## config.mk

```make
export PLATFORM = sky130hd
export DESIGN_NAME = wb_port_arbiter
export DESIGN_NICKNAME = d
export VERILOG_FILES = /design/src/rtl/wb_port_arbiter.sv
export SDC_FILE = /design/constraint.sdc
export NUM_CORES = 1
export LEC_CHECK = 0
export ABC_AREA = 1
export ABC_CLOCK_PERIOD_IN_PS = 2400
export BUFFER_PORTS_ARGS = -buffer_cell sky130_fd_sc_hd__buf_4
export CAP_MARGIN = 30
export CELL_PAD_IN_SITES_DETAIL_PLACEMENT = 1
export CELL_PAD_IN_SITES_GLOBAL_PLACEMENT = 1
export CORE_UTILIZATION = 35
export DETAILED_ROUTE_END_ITERATION = 12
export HOLD_SLACK_MARGIN = 0.02
export PLACE_DENSITY_LB_ADDON = 0.1
export SLEW_MARGIN = 20
export SYNTH_ARGS = -nofsm -noshare
export SYNTH_HDL_FRONTEND = slang
export SYNTH_SLANG_ARGS = --single-unit
```

## constraint.sdc

```tcl
create_clock -name clk -period 2.4 [get_ports clk]
set_clock_uncertainty 0.1 [all_clocks]
set_input_delay 0.12 -clock clk [delete_from_list [all_inputs] [get_ports clk]]
set_output_delay 0.12 -clock clk [all_outputs]
set_load 0.02 [all_outputs]
```

## src/rtl/wb_port_arbiter.sv

```systemverilog
// wb_port_arbiter
// Owns the single regfile write port and shares it between the in-order
// writeback stage and a long-latency aux unit. Aux results wait in a small
// FIFO. A younger writeback write to the same register kills a queued aux
// entry so that the entry never reaches the regfile. A FIFO head that keeps
// losing arbitration eventually forces a one-cycle writeback stall.
module wb_port_arbiter #(
    parameter int DEPTH    = 2,
    parameter int MAX_WAIT = 4
) (
    input  logic        clk,
    input  logic        rst,
    input  logic        wb_we_i,
    input  logic [4:0]  wb_idx_i,
    input  logic [31:0] wb_data_i,
    output logic        wb_stall_o,
    input  logic        aux_valid_i,
    output logic        aux_ready_o,
    input  logic [4:0]  aux_idx_i,
    input  logic [31:0] aux_data_i,
    output logic        reg_we_o,
    output logic [4:0]  reg_idx_o,
    output logic [31:0] reg_data_o,
    output logic        pending_o
);

    localparam int PTR_W  = $clog2(DEPTH);
    localparam int CNT_W  = $clog2(DEPTH + 1);
    localparam int WAIT_W = $clog2(MAX_WAIT + 1);
    localparam logic [CNT_W-1:0]  DEPTH_C    = CNT_W'(DEPTH);
    localparam logic [WAIT_W-1:0] MAX_WAIT_C = WAIT_W'(MAX_WAIT);

    // FIFO storage and per-entry state
    logic [4:0]        idx_r  [DEPTH];
    logic [31:0]       data_r [DEPTH];
    logic [DEPTH-1:0]  valid_r;
    logic [DEPTH-1:0]  kill_r;
    logic [PTR_W-1:0]  rd_ptr_r;
    logic [PTR_W-1:0]  wr_ptr_r;
    logic [CNT_W-1:0]  count_r;
    logic [WAIT_W-1:0] wait_cnt_r;

    // Registered port outputs
    logic        reg_we_r;
    logic [4:0]  reg_idx_r;
    logic [31:0] reg_data_r;

    // Per-cycle decisions
    logic             head_valid_s;
    logic             head_kill_s;
    logic             starve_s;
    logic             wb_req_s;
    logic             aux_ready_s;
    logic             push_s;
    logic             pop_s;
    logic             wr_en_s;
    logic [4:0]       wr_idx_s;
    logic [31:0]      wr_data_s;
    logic             kill_en_s;
    logic [DEPTH-1:0] kill_hit_s;
    logic [DEPTH-1:0] valid_nxt_s;
    logic [DEPTH-1:0] kill_nxt_s;

    assign head_valid_s = valid_r[rd_ptr_r];
    assign head_kill_s  = kill_r[rd_ptr_r];
    // Built purely from registers so the stall is stable for the whole cycle.
    assign starve_s     = head_valid_s & (wait_cnt_r >= MAX_WAIT_C);
    assign wb_req_s     = wb_we_i & (wb_idx_i != 5'd0);
    assign aux_ready_s  = (count_r < DEPTH_C);
    // Writes to x0 are accepted on the handshake but never stored.
    assign push_s       = aux_valid_i & aux_ready_s & (aux_idx_i != 5'd0);

    // Entries hit by a granted writeback write to the same register.
    for (genvar g = 0; g < DEPTH; g++) begin : g_kill
        assign kill_hit_s[g] = kill_en_s & valid_r[g] & (idx_r[g] == wb_idx_i);
    end

    // Write-port grant: starving head, then writeback, then any queued head.
    always_comb begin
        pop_s     = 1'b0;
        wr_en_s   = 1'b0;
        wr_idx_s  = reg_idx_r;
        wr_data_s = reg_data_r;
        kill_en_s = 1'b0;
        if (starve_s) begin
            // Head is older than the held writeback write, so it goes first.
            pop_s     = 1'b1;
            wr_en_s   = ~head_kill_s;
            wr_idx_s  = idx_r[rd_ptr_r];
            wr_data_s = data_r[rd_ptr_r];
        end else if (wb_req_s) begin
            wr_en_s   = 1'b1;
            wr_idx_s  = wb_idx_i;
            wr_data_s = wb_data_i;
            kill_en_s = 1'b1;
            // A dead head needs no port, so drain it alongside.
            pop_s     = head_valid_s & head_kill_s;
        end else if (head_valid_s) begin
            pop_s     = 1'b1;
            wr_en_s   = ~head_kill_s;
            wr_idx_s  = idx_r[rd_ptr_r];
            wr_data_s = data_r[rd_ptr_r];
        end else begin
            pop_s     = 1'b0;
        end
    end

    // Next valid/kill vectors after this cycle's pop, push and WAW kills.
    always_comb begin
        valid_nxt_s = valid_r;
        kill_nxt_s  = kill_r | kill_hit_s;
        if (pop_s) begin
            valid_nxt_s[rd_ptr_r] = 1'b0;
        end else begin
            valid_nxt_s = valid_nxt_s;
        end
        if (push_s) begin
            valid_nxt_s[wr_ptr_r] = 1'b1;
            // An entry pushed in the same cycle as a same-index writeback is born dead.
            kill_nxt_s[wr_ptr_r]  = kill_en_s & (aux_idx_i == wb_idx_i);
        end else begin
            kill_nxt_s = kill_nxt_s;
        end
    end

    // FIFO payload; only ever read behind a valid bit, so no reset needed.
    always_ff @(posedge clk) begin
        if (push_s) begin
            idx_r[wr_ptr_r]  <= aux_idx_i;
            data_r[wr_ptr_r] <= aux_data_i;
        end
    end

    // FIFO control state, starvation counter and the registered write port.
    always_ff @(posedge clk or posedge rst) begin
        if (rst) begin
            valid_r    <= '0;
            kill_r     <= '0;
            rd_ptr_r   <= '0;
            wr_ptr_r   <= '0;
            count_r    <= '0;
            wait_cnt_r <= '0;
            reg_we_r   <= 1'b0;
            reg_idx_r  <= 5'd0;
            reg_data_r <= 32'd0;
        end else begin
            valid_r <= valid_nxt_s;
            kill_r  <= kill_nxt_s;
            if (pop_s) begin
                rd_ptr_r <= rd_ptr_r + PTR_W'(1);
            end
            if (push_s) begin
                wr_ptr_r <= wr_ptr_r + PTR_W'(1);
            end
            case ({push_s, pop_s})
                2'b10:   count_r <= count_r + CNT_W'(1);
                2'b01:   count_r <= count_r - CNT_W'(1);
                default: count_r <= count_r;
            endcase
            if (pop_s || !head_valid_s) begin
                wait_cnt_r <= '0;
            end else if (wait_cnt_r < MAX_WAIT_C) begin
                wait_cnt_r <= wait_cnt_r + WAIT_W'(1);
            end
            reg_we_r <= wr_en_s;
            if (wr_en_s) begin
                reg_idx_r  <= wr_idx_s;
                reg_data_r <= wr_data_s;
            end
        end
    end

    assign wb_stall_o  = starve_s;
    assign aux_ready_o = aux_ready_s;
    assign reg_we_o    = reg_we_r;
    assign reg_idx_o   = reg_idx_r;
    assign reg_data_o  = reg_data_r;
    assign pending_o   = |(valid_r & ~kill_r);

endmodule
```

==> impl_metrics.toml <==
[routing]
ant_nets = 0
num_vias = 4460
routed.top_layer = "met4"
met3_wirelength_um = 603
wire_per_inst_um = 16.2
wl_met2_mm = 7.63
drt_first_pass_iters = 8
drt_iter0_markers = 204
wl_met1_mm = 6.49
via_per_inst = 4.79
drcViolationCount = 10
drt_wl_total_mm = 15.1

[sta]
final_hold_viol_count = 0
grt_setup_unrepaired = "false"
final.min_clock_period_ns = 2.08
maxSlewHeadroom_pct = 54.8
tightest_slew_ns = 0.677
fmax_mhz = 481
drv_slew = 0
min_period_over_period_pct = 86.6
setup_violations = 0
worst_slack_ns = 0.323
finalSetupTns_ns = 0
fin_hold_ws_ns = 0.0560

[place]
dp.cells = 825
gp_congestion = 0.780
dp_hpwl_mm = 9.52
place_ws_ns = 0.435
numPortBuffers = 118
dpl_cell_area_um2 = 6360

[die]
die_y_um = 125
die_area_um2 = 15600
fp.dieW_um = 125
num_io_pins = 119
initial_core_util_pct = 36.2
core_um2 = 14600
rows = 44

[power_and_ir_drop]
p_total_mw = 5.31
p_int_mw = 4.13
leakagePower_nw = 3.49
switchingPower_mw = 1.17
power_frac_seq_pct = 44.3
peakVddDrop_v = 0.000688
combPwrFrac_pct = 10.7
p_per_area_nw_per_um2 = 693
clkPwrFrac_pct = 45.0
swShare_pct = 22.1

[grt]
grtUsageTotal_pct = 20.9
grt-ovfl-total = 0
antenna_found_initial = 0
grt_max_degree = 50
grt_first_pass_wirelength_mm = 24.9
first_global_vias = 4933

[logic_synthesis]
ys_types = 26
yosys.area_share.simple_pct = 26.1
ys_seq_elements = 123
syn-instance-count = 535
syn_nets = 615
synthMuxAreaShare_pct = 0
yosys.area.top_type = "edfxtp_1"
synth_ff_type = "edfxtp_1"
synth_common_cells = "nand2_1, edfxtp_1, nand3_1"
synth_area_leaders = "edfxtp_1, dfrtp_1, nand2_1"
ys_warn_count = 0
yosysMostFrequentCell = "nand2_1"
synth_top_family_by_area = "simple AND/OR/NAND/NOR gates"
synth-edff-count = 74
synth_area_per_cell_um2 = 9.91
ys_seq_area_share_pct = 65.1
synth_top_cell_area_share_pct = 41.9
synth_xor_area_share_pct = 0.826
synthArstFlopShare_pct = 39.8
synth_compound_area_share_pct = 2.20
netlist_area_um2 = 5300
synthAdderAreaFrac_pct = 0.472

[run_status]
status = "finished, violations left"
violations = "DRC"

[critical_path]
arrival_ns = 2.14
criticalPathCategory = "in2reg"
startpoint_type = "input pin"
reg2reg_setup_slack_ns = 0.52
path_cells = "dlygate4sd3_1, buf_4, nor2_1, nand4_1, nand3_1, clkinv_1, buf_12"
r2r_cells = 10
end_kind = "flip-flop"
path_delay_family = "buffers and inverters"
critical-path-max-stage-delay_ns = 0.55
critical_path.max_fanout = 24
crit_slowest_cell = "dlygate4sd3_1"
crit_buf_inv = 4
crit-reg2reg-capture = "count_r[1]$_DFFE_PP0P_"
required_ns = 2.46
timing.rr.start = "rd_ptr_r$_DFFE_PP0P_"

[min_path]
min_to = "rd_ptr_r$_DFFE_PP0P_"
hold_depth = 4
hp-class = "in2reg"
min_from = "wb_we_i"

[cells_and_area]
register_area_um2 = 3450
fillCellCount = 1641
final_core_util_pct = 52.3
syn2layout_area_growth_pct = 44.5
fin_area_um2 = 7660
fin_cells = 932
antenna_cells = 0
multiInputGateArea_um2 = 1570
nNetsFinal = 815
drive_gt1_share_pct = 22.5

[clock_tree]
clock-sinks = 123
clk_pin_slew_ns = 0.05
cts_buffers = 17
cts_tree = "done"
cts-root-buf = "clkbuf_16"
cts_buffer_depth = 2
htreeDepth = 4
cts_resized = 0
postCtsSetupBuffers = 0
clk_latency_ns = 0.41

[run]
maxCapViolCount = 0
==> sequential cells by signal (all words and copies together), names as in the netlist <==
name / cells
data_r: 64
reg_data_o: 32
idx_r: 10
reg_idx_o: 5
wait_cnt_r: 3
count_r: 2
kill_r: 2
valid_r: 2
rd_ptr_r: 1
reg_we_o: 1
wr_ptr_r: 1
==> metal layers <==
metal | global-route usage (%) | up-vias
met4 | 8.97 | 0
met5 | 0 | -
met3 | 5.48 | 30
met2 | 36.6 | 107
met1 | 24.1 | 2174
li1 | - | 2149
==> worst max-delay path by stage <==
stage                     cells after the start                   start                       to  slack (ns)
final                                         7            aux_idx_i[0]    idx_r[1][4]$_DFFE_PP_        0.32
after global routing                          7            aux_idx_i[0]  data_r[1][11]$_DFFE_PP_        0.15
after CTS                                     7            aux_idx_i[0]   data_r[1][0]$_DFFE_PP_        0.32
after detailed placement                      6            aux_idx_i[0]  data_r[1][31]$_DFFE_PP_        0.44
after global placement                        6            aux_idx_i[0]  data_r[1][31]$_DFFE_PP_        0.48
after floorplan                               3  count_r[1]$_DFFE_PP0P_   data_r[0][0]$_DFFE_PP_        0.47
==> tightest hold or removal path, delay by kind of cell <==
kind	cells	cell delay, ns
buffers and inverters	1	0.11
and+or+nand+nor	3	0.30
==> power groups by stage <==
stage               clock network, mW  registers (mW)  logic (mW)
floorplan                           0            2.46       0.135
global placement                    0            2.39       0.457
detailed placement                  0            2.39       0.469
CTS                              2.45            2.35       0.570
global route                     2.53            2.36       0.616
finish                           2.39            2.35       0.568
==> cell families after synthesis <==
group | after synthesis
simple gates | 327
flops | 123
xor+xnor | 5
compound gates | 23
buf+inv | 55
fa+ha+maj | 2
==> final cells by class <==
class | count | area share, %
Clock buffer | 30 | 6.71
Tap cell | 184 | 3.01
Multi-Input combinational cell | 357 | 20.5
Inverter | 34 | 1.73
Sequential cell | 123 | 45.0
Timing Repair Buffer | 202 | 22.6
Clock inverter | 2 | 0.457
==> timing repair <==
| action | 4_1_cts | 5_1_grt |
|---|---|---|
| endpoints found under the hold margin | 160 | 0 |
| setup endpoints to repair | 0 | 0 |
| hold buffers | 75 | 0 |
==> cells in the final DEF (no fill, tap or decap), drive strengths merged, types with 3 or more instances in the layout <==
| cell type | n |
|---|---|
| a21oi | 3 |
| buf | 127 |
| clkbuf | 30 |
| clkinv | 3 |
| dfrtp | 49 |
| dlygate4sd3 | 75 |
| edfxtp | 74 |
| inv | 32 |
| nand2 | 222 |
| nand3 | 76 |
| nor2 | 24 |
| o21ai | 19 |
| or2 | 4 |
| xnor2 | 4 |
Power figures use the tool's default switching activity.
